<file path="config.mk">
export PLATFORM = sky130hd
export DESIGN_NAME = mem_access_unit
export DESIGN_NICKNAME = d
export VERILOG_FILES = /design/src/rtl/mem_access_unit.sv
export SDC_FILE = /design/constraint.sdc
export NUM_CORES = 1
export LEC_CHECK = 0
export ABC_AREA = 1
export CAP_MARGIN = 10
export CORE_UTILIZATION = 30
export CTS_BUF_LIST = sky130_fd_sc_hd__clkbuf_8
export DETAILED_ROUTE_END_ITERATION = 10
export GPL_TIMING_DRIVEN = 1
export PLACE_DENSITY = 0.73
export SYNTH_ARGS = -nofsm -noshare
export SYNTH_HDL_FRONTEND = slang
export SYNTH_SLANG_ARGS = --single-unit
</file>
<file path="constraint.sdc">
create_clock -name clk -period 4 [get_ports clk]
set_input_delay 0.6 -clock clk [delete_from_list [all_inputs] [get_ports clk]]
set_output_delay 0.6 -clock clk [all_outputs]
set_load 0.01 [all_outputs]
</file>
<file path="src/rtl/mem_access_unit.sv">
// Load/store unit between execute and a fixed-latency data memory; one request in flight.
// Optional macro MEM_ADDR_CHECK_EN: addresses >= MEM_DEPTH fault straight to a response with resp_err=1.
module mem_access_unit #(
  parameter int RD_LAT    = 1,
  parameter int MEM_DEPTH = 1024
) (
  input  logic        clk,
  input  logic        rst,
  input  logic        req_valid,
  output logic        req_ready,
  input  logic        req_we,
  input  logic [31:0] req_addr,
  input  logic [31:0] req_wdata,
  output logic [31:0] mem_addr,
  output logic [31:0] mem_wdata,
  output logic        mem_read,
  output logic        mem_write,
  input  logic [31:0] mem_rdata,
  output logic        resp_valid,
  input  logic        resp_ready,
  output logic [31:0] resp_rdata,
  output logic        resp_err,
  output logic        busy
);

  typedef enum logic [1:0] {IDLE, WRITE, READ, RESP} state_t;

  localparam logic [1:0] LAST_CNT = 2'(RD_LAT - 1);

`ifdef MEM_ADDR_CHECK_EN
  localparam bit ADDR_CHECK = 1'b1;
`else
  localparam bit ADDR_CHECK = 1'b0;
`endif

  state_t      state_q, state_d;
  logic [31:0] addr_q, addr_d;
  logic [31:0] wdata_q, wdata_d;
  logic [31:0] rdata_q, rdata_d;
  logic        we_q, we_d;
  logic        err_q, err_d;
  logic [1:0]  cnt_q, cnt_d;
  logic        addr_oob;

  assign addr_oob = ADDR_CHECK && (req_addr >= 32'(MEM_DEPTH));

  always_comb begin
    state_d    = state_q;
    addr_d     = addr_q;
    wdata_d    = wdata_q;
    rdata_d    = rdata_q;
    we_d       = we_q;
    err_d      = err_q;
    cnt_d      = cnt_q;
    req_ready  = 1'b0;
    mem_read   = 1'b0;
    mem_write  = 1'b0;
    resp_valid = 1'b0;
    case (state_q)
      IDLE: begin
        req_ready = 1'b1;
        if (req_valid) begin
          addr_d  = req_addr;
          wdata_d = req_wdata;
          we_d    = req_we;
          cnt_d   = 2'd0;
          rdata_d = 32'd0;
          err_d   = addr_oob;
          if (addr_oob)    state_d = RESP;
          else if (req_we) state_d = WRITE;
          else             state_d = READ;
        end
      end
      // Strobes are also qualified by the latched direction so they can never overlap.
      WRITE: begin
        mem_write = we_q;
        rdata_d   = 32'd0;
        state_d   = RESP;
      end
      READ: begin
        mem_read = ~we_q;
        if (cnt_q == LAST_CNT) begin
          rdata_d = mem_rdata;
          state_d = RESP;
        end else begin
          cnt_d = cnt_q + 2'd1;
        end
      end
      RESP: begin
        resp_valid = 1'b1;
        if (resp_ready) state_d = IDLE;
      end
      default: state_d = IDLE;
    endcase
  end

  always_ff @(posedge clk) begin
    if (rst) begin
      state_q <= IDLE;
      addr_q  <= 32'd0;
      wdata_q <= 32'd0;
      rdata_q <= 32'd0;
      we_q    <= 1'b0;
      err_q   <= 1'b0;
      cnt_q   <= 2'd0;
    end else begin
      state_q <= state_d;
      addr_q  <= addr_d;
      wdata_q <= wdata_d;
      rdata_q <= rdata_d;
      we_q    <= we_d;
      err_q   <= err_d;
      cnt_q   <= cnt_d;
    end
  end

  // The address/data registers double as the memory bus so it holds between accesses.
  assign mem_addr   = addr_q;
  assign mem_wdata  = wdata_q;
  assign resp_rdata = rdata_q;
  assign resp_err   = ADDR_CHECK & err_q;
  assign busy       = (state_q != IDLE);

endmodule

</file>
==> results.txt <==
The flow ran to the end, and the final reports show no timing, DRC or antenna violations. By startpoint and endpoint, the worst setup path is classified as flip-flop to output port. The startpoint identified for the worst register-to-register timing path is state_q[0]. Data arrives at the worst endpoint at 2080 ps.

The clock reaches the later pin of the worst-skew pair after ~380 ps. The fraction of power consumed by combinational cells is 50.6%. The mean post-synth cell area is between 6 and 7 um2. The final clock skew is ~11 ps. The cell area reported after detailed placement is 0.00633 mm2. The post-synthesis share of cell area spent on and, or, nand and nor gates came out at 30.4%. The first detailed-routing pass ran for 5 iterations. The number of placed instances, taps included, is 962. The standard cell core area came out at 0.0139 mm2.

Tracing the worst setup path back leads to its startpoint at state_q[0]. Timing would allow up to 373 MHz. The fraction of final layout cells with drive strength greater than 1 came out at 3.51%. The maximum clock path buffer count came out at 2. The first global-routing pass estimated between 15000 and 20000 um of wire. The number of nets still failing antenna checks after routing came out at 0.

The total area of sequential cells came out at 0.00202 mm2. The tree is rooted in a sky130_fd_sc_hd__clkbuf_8. The count of instances resized after the clock tree is built is 0. TritonCTS built the clock tree. The number of buffers inserted by post-CTS setup repair is 0.

The die covers 0.0149 mm2. After Yosys synthesis, XOR and XNOR cells account for 0% of the synthesized area. The switching share of power is 39.0%.

Summed over all layers, the routed wires come to around 11000 um. The synthesized area is about 0.0043 mm2. The initial antenna violation count is 0. The post-route minimum period came out at around 2700 ps.

The routed wirelength normalized by instance count is ~11 um. In the final layout, the multi-input gates occupy around 0.0017 mm2. The number of fillers in the final layout is 1378. The cell area after layout came out at 0.00653 mm2. The distinct cell type count after synthesis is 19. The worst hold path begins at mem_addr[22]. The clock network burns between 10% and 20% of the power.

The setup TNS came out at 0 ps. For the pin with the worst max-slew slack, the measured transition is 807 ps. The growth of design area from synthesis to finish is 51.5%. The switching power came out at 1.72 mW. Detailed placement ended at an HPWL of ~7300 um.

The number of max-cap violations is 0. During placement, the flow inserted port buffers numbering 201. The multiplexer share of the synthesized area is 0%.

The last weighted congestion value of the routability-driven placer came out at 0.785. For this run, the number of Yosys warnings is 0. The highest fanout seen on the critical path is 36. The total global routing overflow came out at 0. The post-synthesis compound-gate area fraction came out at 7.66%. The total track usage came out at 15.1%. The synthesized flop and latch total is 101.

Entering global routing, the biggest net connects 66 pins. The via count of the first global-routing pass came to 3719. Row generation in the floorplan step produced 43 rows. The die height came out at ~120 um. The kind of launch point of the worst setup path is a flip-flop.

The tree built by TritonCTS fans out to 101 sinks. Counting the buffers created by CTS gives 9. Setup repair after global routing left no endpoint under its margin. The effective utilization at floorplan is 30.9%. The register share of total power is 34.2%. The number of vias after detailed routing is 4149.

The max-slew violation total from the final report is 0. IR analysis of the VDD net gives a maximum drop of 274 uV. The number of hold buffers added after CTS came out at 0.

The detailed router finished its first iteration with ~250 violations. The sequential element share of the synthesized area came out at 46.9%. The number of nets in the layout is 900.

The period utilization came out at 67.0%. The clock-pin slew on the worst setup and hold paths came out at 100 ps. In the routed design, unresolved DRC markers number 0. The relative max-transition margin came out at a little under half. After synthesis, the largest family of logic cells by area is simple AND/OR/NAND/NOR gates. The adder-cell area share of the yosys netlist came out at 1.74%.

The synthesized net count came out at roughly 720. The worst hold path belongs to the class flip-flop to flip-flop. The endpoint kind of the worst setup timing path is an output port.

The total internal power is 2.69 mW. The design draws 4.40 mW. Synthesis produced a netlist whose cell count is 617. Setup violations remaining at the end of the flow were counted as 0. The leakage power is 2.91 nW.

STA puts the critical path data required time at 3400 ps. The number of placed I/O pins came out at 203. In this run the number of H-tree levels came out at 3. The detailed-route vias per instance came out at 4.24. The total power divided by cell area is 674 mW/mm2. The count of endpoints failing hold in the final timing report came to 0. The antenna diode count is 0. The count of cells in the finished layout, fillers not included, comes to 978. The horizontal die dimension is 122 um.
worst paths after layout:
check,slack (ps),depth (start not counted),end
setup / recovery,1320,6,mem_read
hold / removal,490,2,mem_addr[22]
setup reg to reg,1970,7,resp_rdata[2]
hold reg to reg,490,2,mem_addr[22]
synth_stat cells (all sizes together):
cell      n  area share, %
buf      27            4.8
nand2   116             10
dfxtp   101             47
inv      79            6.9
nor2    174             15
nand4    28            4.1
o21ai    66            7.7
clkbuf   15            1.5
nand3     4           0.75
conb      1          0.087
ha        6            1.7
state kept, by name (all words and copies together), names as in the netlist:
signal,count
resp_rdata,32
mem_wdata,32
state_q,2
mem_addr,32
we_q,1
cnt_q,2
layer usage:
metal	up-vias	share of wire (%)	track usage, %
met5	-	0	0
met4	0	1.6	6.94
met3	11	14	7.63
met2	193	39	21.4
met1	1724	45	19.0
li1	2221	-	-
cell type report:
class | instances | area share [%]
Tap cell | 180 | 3.45
Clock buffer | 9 | 1.90
Sequential cell | 101 | 31.0
Multi-Input combinational cell | 395 | 26.3
Timing Repair Buffer | 207 | 31.7
Clock inverter | 7 | 1.15
Inverter | 79 | 4.54
critical path: stages, from the launching register on:
cell	delay, ps
sky130_fd_sc_hd__dfxtp_1	340
sky130_fd_sc_hd__inv_1	120
sky130_fd_sc_hd__ha_1	160
sky130_fd_sc_hd__buf_4	330
sky130_fd_sc_hd__inv_1	100
sky130_fd_sc_hd__nor2_1	100
sky130_fd_sc_hd__clkdlybuf4s50_1	540
cell usage in the layout (no fill, tap or decap), drive strengths merged:
cell type,netlist,final
buf,27,6
o21ai,66,66
nand4,28,28
nand2,116,116
clkinv,0,2
bufinv,0,1
clkbuf,15,9
nor2,174,174
inv,79,80
clkinvlp,0,3
clkdlybuf4s50,0,201
nand3,4,4
dfxtp,101,101
conb,1,1
ha,6,6
power by group through the flow:
stage,Combinational [mW],Sequential (mW),Clock (mW)
final,2.23,1.50,0.670
after global placement,2.23,1.51,0
after floorplan,1.23,1.67,0
after detailed placement,2.24,1.53,0
after CTS,2.25,1.51,0.695
after global routing,2.53,1.54,0.732
through the flow:
| stage | hold WS [ps] | setup slack (ps) | utilization, % |
|---|---|---|---|
| finish | 487 | 1320 | 46.9 |
| global route | 511 | 1150 | 46.9 |
| CTS | 493 | 1270 | 46.9 |
| detailed placement | 472 | 1660 | 45.4 |
| global placement | 459 | 1690 | 45.4 |
| floorplan | 478 | 2500 | - |
kinds of logic (layout without fill, tap and decap cells):
logic type                 after synthesis  in the layout
adders and majority gates                6              6
AOI/OAI and AO/OA                       66             66
and+or+nand+nor                        322            322
other                                    1              1
buffers and inverters                  121            302
DFF                                    101            101
(Power assumes the default switching activity.)
